$ cat config.mk
export PLATFORM = sky130hd
export DESIGN_NAME = wishbone_slave_regfile
export DESIGN_NICKNAME = d
export VERILOG_FILES = /design/src/rtl/wb_pkg.sv /design/src/rtl/wb_regfile_mem.sv /design/src/rtl/wishbone_slave_regfile.sv
export SDC_FILE = /design/constraint.sdc
export NUM_CORES = 1
export LEC_CHECK = 0
export BUFFER_PORTS_ARGS = -buffer_cell sky130_fd_sc_hd__buf_2
export CAP_MARGIN = 20
export CORE_UTILIZATION = 45
export CTS_CLUSTER_DIAMETER = 30
export DETAILED_ROUTE_END_ITERATION = 10
export HOLD_SLACK_MARGIN = 0.05
export SLEW_MARGIN = 20
export SYNTH_ARGS = -nofsm -noshare
export SYNTH_HDL_FRONTEND = slang
export SYNTH_HIERARCHICAL = 1
export SYNTH_SLANG_ARGS = --single-unit
$ cat constraint.sdc
create_clock -name clk -period 4.3 [get_ports clk]
set_clock_uncertainty 0.05 [all_clocks]
set_input_delay 0.645 -clock clk [delete_from_list [all_inputs] [get_ports clk]]
set_output_delay 0.645 -clock clk [all_outputs]
set_load 0.01 [all_outputs]
$ cat src/rtl/wb_pkg.sv
// Shared Wishbone constants, responder state encoding and window decode helper.
// Used by wishbone_slave_regfile and intended for future bus targets.
package wb_pkg;

    localparam int WB_DATA_W = 32;
    localparam int WB_ADDR_W = 32;
    localparam int WB_SEL_W  = 4;

    typedef enum logic [1:0] {
        WBS_IDLE,
        WBS_WAIT,
        WBS_RESP
    } wbs_state_t;

    // Window is DEPTH words starting at base; base is aligned to the window size.
    function automatic logic wb_window_hit(
        input logic [WB_ADDR_W-1:0] adr,
        input logic [WB_ADDR_W-1:0] base,
        input int                   depth
    );
        logic [WB_ADDR_W-1:0] span_mask;
        span_mask = WB_ADDR_W'(depth * 4) - WB_ADDR_W'(1);
        return (adr & ~span_mask) == base;
    endfunction

endpackage

$ cat src/rtl/wb_regfile_mem.sv
// DEPTH x 32-bit register storage with per-byte-lane write enables and
// combinational read; every word resets to RESET_VALUE.
module wb_regfile_mem
    import wb_pkg::*;
#(
    parameter int                     DEPTH       = 16,
    parameter logic [WB_DATA_W-1:0]   RESET_VALUE = '0,
    localparam int                    IDX_W       = $clog2(DEPTH)
) (
    input  logic                  clk,
    input  logic                  rst_n,
    input  logic                  wr_en,
    input  logic [IDX_W-1:0]      wr_idx,
    input  logic [WB_SEL_W-1:0]   wr_sel,
    input  logic [WB_DATA_W-1:0]  wr_dat,
    input  logic [IDX_W-1:0]      rd_idx,
    output logic [WB_DATA_W-1:0]  rd_dat
);

    logic [WB_DATA_W-1:0] word_q [DEPTH];

    // Each word owns its storage so only one process ever drives it.
    generate
        for (genvar gi = 0; gi < DEPTH; gi++) begin : g_word
            logic [WB_DATA_W-1:0] word_reg;
            logic                 word_sel;

            assign word_sel = wr_en && (wr_idx == IDX_W'(gi));

            always_ff @(posedge clk or negedge rst_n) begin
                if (!rst_n) begin
                    word_reg <= RESET_VALUE;
                end else if (word_sel) begin
                    for (int lane = 0; lane < WB_SEL_W; lane++) begin
                        if (wr_sel[lane]) begin
                            word_reg[8*lane +: 8] <= wr_dat[8*lane +: 8];
                        end
                    end
                end
            end

            assign word_q[gi] = word_reg;
        end
    endgenerate

    assign rd_dat = word_q[rd_idx];

endmodule

$ cat src/rtl/wishbone_slave_regfile.sv
// Wishbone classic single-access responder over a word-addressed register file,
// with programmable wait states. Define WB_SLAVE_ERR_EN to terminate misses with wb_err_o.
module wishbone_slave_regfile
    import wb_pkg::*;
#(
    parameter int                    DEPTH       = 16,
    parameter logic [WB_ADDR_W-1:0]  BASE_ADDR   = 32'h0000_0000,
    parameter int                    WAIT_CYCLES = 1,
    parameter logic [WB_DATA_W-1:0]  RESET_VALUE = 32'h0
) (
    input  logic                  clk,
    input  logic                  rst_n,
    input  logic                  wb_cyc_i,
    input  logic                  wb_stb_i,
    input  logic                  wb_we_i,
    input  logic [WB_ADDR_W-1:0]  wb_adr_i,
    input  logic [WB_DATA_W-1:0]  wb_dat_i,
    input  logic [WB_SEL_W-1:0]   wb_sel_i,
    output logic [WB_DATA_W-1:0]  wb_dat_o,
    output logic                  wb_ack_o,
    output logic                  wb_err_o
);

    localparam int         IDX_W     = $clog2(DEPTH);
    localparam logic [3:0] WAIT_LOAD = (WAIT_CYCLES > 0) ? 4'(WAIT_CYCLES - 1) : 4'd0;

    wbs_state_t             state_reg;
    logic [3:0]             wait_cnt_reg;
    logic                   we_reg;
    logic [WB_ADDR_W-1:0]   adr_reg;
    logic [WB_DATA_W-1:0]   dat_reg;
    logic [WB_SEL_W-1:0]    sel_reg;
    logic                   ack_reg;
    logic                   err_reg;
    logic [WB_DATA_W-1:0]   dat_o_reg;

    logic                   req;
    logic                   addr_hit;
    logic [IDX_W-1:0]       reg_idx;
    logic                   mem_wr_en;
    logic [WB_DATA_W-1:0]   mem_rd_dat;

    assign req      = wb_cyc_i & wb_stb_i;
    assign addr_hit = wb_window_hit(adr_reg, BASE_ADDR, DEPTH);
    assign reg_idx  = adr_reg[IDX_W+1:2];

    // The write lands on the same edge that raises wb_ack_o; an abort or reset
    // never reaches RESP, so a partial write cannot happen.
    assign mem_wr_en = (state_reg == WBS_RESP) && we_reg && addr_hit;

    wb_regfile_mem #(
        .DEPTH       (DEPTH),
        .RESET_VALUE (RESET_VALUE)
    ) u_mem (
        .clk    (clk),
        .rst_n  (rst_n),
        .wr_en  (mem_wr_en),
        .wr_idx (reg_idx),
        .wr_sel (sel_reg),
        .wr_dat (dat_reg),
        .rd_idx (reg_idx),
        .rd_dat (mem_rd_dat)
    );

    always_ff @(posedge clk or negedge rst_n) begin
        if (!rst_n) begin
            state_reg    <= WBS_IDLE;
            wait_cnt_reg <= 4'd0;
            we_reg       <= 1'b0;
            adr_reg      <= '0;
            dat_reg      <= '0;
            sel_reg      <= '0;
            ack_reg      <= 1'b0;
            err_reg      <= 1'b0;
            dat_o_reg    <= '0;
        end else begin
            ack_reg <= 1'b0;
            err_reg <= 1'b0;
            case (state_reg)
                WBS_IDLE: begin
                    if (req) begin
                        we_reg  <= wb_we_i;
                        adr_reg <= wb_adr_i;
                        dat_reg <= wb_dat_i;
                        sel_reg <= wb_sel_i;
                        if (WAIT_CYCLES == 0) begin
                            state_reg <= WBS_RESP;
                        end else begin
                            state_reg    <= WBS_WAIT;
                            wait_cnt_reg <= WAIT_LOAD;
                        end
                    end
                end
                WBS_WAIT: begin
                    if (!wb_cyc_i) begin
                        state_reg    <= WBS_IDLE;
                        wait_cnt_reg <= 4'd0;
                    end else if (wait_cnt_reg == 4'd0) begin
                        state_reg <= WBS_RESP;
                    end else begin
                        wait_cnt_reg <= wait_cnt_reg - 4'd1;
                    end
                end
                WBS_RESP: begin
                    state_reg <= WBS_IDLE;
`ifdef WB_SLAVE_ERR_EN
                    if (addr_hit) begin
                        ack_reg <= 1'b1;
                        if (!we_reg) begin
                            dat_o_reg <= mem_rd_dat;
                        end
                    end else begin
                        err_reg <= 1'b1;
                    end
`else
                    ack_reg <= 1'b1;
                    if (!we_reg) begin
                        dat_o_reg <= addr_hit ? mem_rd_dat : '0;
                    end
`endif
                end
                default: begin
                    state_reg <= WBS_IDLE;
                end
            endcase
        end
    end

    assign wb_dat_o = dat_o_reg;
    assign wb_ack_o = ack_reg;
    assign wb_err_o = err_reg;

endmodule

Word level (Yosys, flattened, before mapping) --
Cells that the tools add are included.
Cells by class: add/subtract/negate cells 1, bitwise logic cells 3, magnitude comparators 1, multiplexer cells 13, reductions and logical operators 91, equality and inequality tests 20
Operators by type and width (number):
- AND reduction 2 bit | 67
- binary-select mux 32 bit (select 4 bit) | 1
- two-way mux 32 bit | 3
- equality test 4 bit (second input constant) | 8
- logical NOT 32 bit | 1
- logical AND 1 bit | 18
- equality test 4 x 3 -> 1 bit (second input constant) | 4
- two-way mux 4 bit | 3
- equality test 4 x 2 -> 1 bit (second input constant) | 2
- logical NOT 4 bit | 2
- case mux 4 bit (2 select lines) | 1
- two-way mux 2 bit | 3
- != test 3 bit (second input constant) | 2
- >= comparator 5 bit (second input constant) | 1
- NOT 4 -> 5 bit | 1
- equality test 4 x 1 -> 1 bit (second input constant) | 1
- case mux 2 bit (2 select lines) | 1
- subtractor 4 x 1 -> 4 bit (second input constant) | 1
- AND reduction 3 bit | 1
- equality test 2 x 1 -> 1 bit (second input constant) | 1
- equality test 2 bit (second input constant) | 1
- logical NOT 2 bit | 1
- != test 2 bit (second input constant) | 1
- nonzero test 2 bit | 1
- 3 further kinds | 3
Storage, ports and cells: word-level logic and storage cells 201, bits in registers 620

Depth between registers and ports, before layout --
depth after elaboration 5, gate-level depth with buffers 8, depth with buffers taken out 6

Modules after synthesis --
Netlist, hierarchy kept.
By module, submodules not included:
- wb_regfile_mem | cells an instance 1438, area an instance 23322.4 sq um, times used 1
- wishbone_slave_regfile | cells an instance 260, area an instance 4093.9 sq um, times used 1

Worst setup path before layout --
OpenSTA, ideal clock, no wires.
path kind register to register, start point register state_reg[0], end point register u_mem.g_word[4].word_reg[10], setup time 0.125 ns, clock period less this slack 2.472 ns, path slack 1.828 ns, cell stages (with the launch flop) 8, buffers on the path 1, arrival time 2.297 ns, cell sequence dfrtp_1 > nor4b_2 > nand4_1 > nor3_1 > or4b_1 > buf_6 > nor2_8 > mux2_4
On the way: cells in the longest elaborated chain, start to end 5
Ends and longest elaborated chain:
- start, declared | RTL line wishbone_slave_regfile.sv:27 | wbs_state_t state_reg;
- start signal, assigned | RTL line wishbone_slave_regfile.sv:67 | state_reg <= WBS_IDLE;
- start signal, assigned | RTL line wishbone_slave_regfile.sv:87 | state_reg <= WBS_RESP;
- start signal, assigned | RTL line wishbone_slave_regfile.sv:89 | state_reg <= WBS_WAIT;
- equality test 2 bit | RTL line wishbone_slave_regfile.sv:49 | assign mem_wr_en = (state_reg == WBS_RESP) && we_reg && addr_hit;
- logical AND 1 bit (2 in a row) | RTL line wishbone_slave_regfile.sv:49
- net mem_wr_en | RTL line wishbone_slave_regfile.sv:40 | logic mem_wr_en;
- logical AND 1 bit | RTL line wb_regfile_mem.sv:28 | assign word_sel = wr_en && (wr_idx == IDX_W'(gi));
- AND reduction 2 bit (no line)
- end signal, assigned by index | RTL line wb_regfile_mem.sv:36 | word_reg[8*lane +: 8] <= wr_dat[8*lane +: 8];
- end, declared | RTL line wb_regfile_mem.sv:25 | logic [WB_DATA_W-1:0] word_reg;
The timed path passes the listed nets, and every way through them passes these cells. A chain may end at the register's enable or synchronous reset.

Final worst setup path --
start point register adr_reg[17], end point register u_mem.g_word[12].word_reg[7]
On the way: cells in the longest elaborated chain, start to end 4
Ends and longest elaborated chain:
- start, declared | RTL line wishbone_slave_regfile.sv:30 | logic [WB_ADDR_W-1:0] adr_reg;
- start signal, assigned | RTL line wishbone_slave_regfile.sv:83 | adr_reg <= wb_adr_i;
- logical NOT 32 bit | RTL line wb_pkg.sv:23 | return (adr & ~span_mask) == base;
- logical AND 1 bit | RTL line wishbone_slave_regfile.sv:49
- net mem_wr_en | RTL line wishbone_slave_regfile.sv:40
- logical AND 1 bit | RTL line wb_regfile_mem.sv:28
- AND reduction 2 bit (no line)
- end signal, assigned by index | RTL line wb_regfile_mem.sv:36
- end, declared | RTL line wb_regfile_mem.sv:25
The timed path passes the listed nets, and every way through them passes these cells.

==> flow_summary.ini <==
[run_status]
status = complete, no violations

[detailed_routing]
num_vias = 15400
ant_nets = 0
vias_per_cell = 5.58
totalWireLength_um = 62800
drt-initial-drc-count = 792
dr.pass1.iters = 4
drc_errors = 0
routedWlPerCell_um = 22.8

[critical_path]
cp.arrival_ps = 4270
critPathMaxFanout = 11
cp-end-kind = register
rrSetupSlack_ps = 540
critical_path_class = reg -> reg
cp.required_ps = 4810
start_kind = register

[floorplanning]
core_area_um2 = 60200
rows = 90
die_w_um = 249
die_h_um = 249
dieArea_um2 = 61900
initial_core_util = 0.455
ios = 107

[place]
port_buffers = 103
hpwl_um = 38300
dpl_cell_area_um2 = 28800
gp_congestion = 0.741

[synth]
synth_edf_count = 0
syn_nets = 1773
ys_warn_count = 6
avgSynthCellArea_um2 = 16.1
async_flop_share = 1.00
syn_inst = 1698
synth_flop_cell = dfrtp_1
synth_area_um2 = 27400
yosysUniqueCellTypes = 47
ys_ff_latch = 618
synth-seq-area-share = 0.564

[cells_and_area]
largest_reg_flops = 512
synthToLayoutAreaGrowth_pct = 22.9
design_area_um2 = 33700
diodes = 0
final_util = 0.559
layout-drive-gt1-share = 0.594
fin_nets = 1936

[timing]
max_freq_mhz = 266
finalSetupViolCount = 0
relSlewSlack = 0.291
maxSlewViolCount = 0
rsz0062_at_grt = no
setup_tns_ps = 0
worstMarginPinSlew_ps = 1060
timing.hold.ws_ps = 126
period_needed_ps = 3760
hold_viol_final = 0
timing.final.crit_share = 0.875

[cts]
cts_max_level = 4
insertion_delay_ps = 700
cts_buffer_depth = 3
path_clk_slew_ps = 40
cts_resized = 0
clock-sinks = 618
clockRootBuffer = clkbuf_16
cts_setup_buffers = 0
cts_tree = yes
ctsHoldBuffers = 1
cts-buffers-inserted = 136

[global_route]
grt_use_total = 0.212
grt.overflow.total = 0
grt_pass1_wl_um = 100000
first_global_vias = 17100
antenna_found_initial = 0
grt_max_degree = 100

[power_and_ir_drop]
p_total_mw = 19.6
p_leak_nw = 16.2
vdd_drop_max_v = 0.000412
p_per_area_nw_per_um2 = 582

[min_path]
hold_class = in -> reg

[flow_run]
maxCapViolCount = 0
## metrics by stage
stage,setup slack [ps],cells
2_1_floorplan,1830,1698
3_3_place_gp,622,2503
3_5_place_dp,604,2503
4_1_cts,567,2756
5_1_grt,411,2757
6_report,536,2757
## layout make-up
cell class                 instances  area, µm²
fill                            4717      26500
sequential                       618      15500
multi-input combinational        965      11500
clock buffer                     190       4060
tap                              782        978
timing repair buffer             137        928
clock inverter                    62        791
inverter                           3       11.3
## cell usage after synthesis, drive strengths merged (3+ instances only)
master | number | area, µm²
a21oi | 4 | 20.0
a22o | 32 | 317
a22oi | 64 | 480
buf | 49 | 282
clkbuf | 63 | 239
dfrtp | 618 | 15500
inv | 3 | 11.3
mux2 | 579 | 6550
mux4 | 128 | 2880
nand2 | 56 | 260
nand2b | 5 | 31.3
nand4b | 3 | 26.3
nand4bb | 3 | 33.8
nor2 | 50 | 458
nor2b | 6 | 37.5
nor4 | 6 | 37.5
nor4b | 3 | 62.6
o21ai | 5 | 25.0
or3 | 3 | 18.8
## path summary, 6_finish.rpt
kind,startpoint,to,cells past startpoint
worst max-delay path,adr_reg[17],u_mem/g_word[12].word_reg[7],7
worst min register to register,u_mem/g_word[12].word_reg[29],u_mem/g_word[12].word_reg[29],1
worst max register to register,adr_reg[17],u_mem/g_word[12].word_reg[7],7
worst min-delay path,wb_dat_i[19],dat_reg[19],2
max in group asynchronous,rst_n,u_mem/g_word[6].word_reg[17],3
min in group asynchronous,rst_n,u_mem/g_word[11].word_reg[29],2
## cells by family (layout without fill, tap and decap cells)
group           Yosys count  after routing  synth area share
compound gates          106            106            0.0311
fa+ha+maj                 2              2          0.000913
buf+inv                 115            392            0.0194
flops                   618            618             0.564
mux                     707            707             0.344
other cells               1              1          0.000137
simple gates            149            149            0.0403
## layout by cell type (no fill, tap or decap), types with 25 or more instances in the layout
| cell | count |
|---|---|
| dfrtp_1 | 616 |
| mux2_2 | 553 |
| clkbuf_16 | 144 |
| mux4_2 | 128 |
| buf_2 | 102 |
| a22oi_1 | 64 |
| nand2_1 | 36 |
| a22o_2 | 29 |
| clkbuf_8 | 28 |
| nor2_2 | 25 |
## power breakdown
part           internal, mW  switching (mW)  leakage [nW]  total [mW]
registers              6.10           0.829          8.48        6.93
clock network          7.44            3.24          2.35        10.7
logic                 0.829            1.16          5.35        1.99
total                  14.4            5.23          16.2        19.6
## critical path, cell delays in order, from the launching register on
cell and delay (ps):
dfrtp_1 370, nor4_1 510, nand4_1 280, nor3_1 530
buf_4 280, nand4bb_1 630, nor2_4 600, mux2_1 370
## routing by layer
layer / up-vias / wire, µm / part of all wire / GRT usage
met5: - / 0 / 0 / 0
li1: 6751 / - / - / -
met3: 90 / 2240 / 0.036 / 0.0460
met2: 263 / 31100 / 0.49 / 0.337
met1: 8270 / 28100 / 0.45 / 0.284
met4: 0 / 1410 / 0.022 / 0.0836
(Power assumes the default switching activity.)
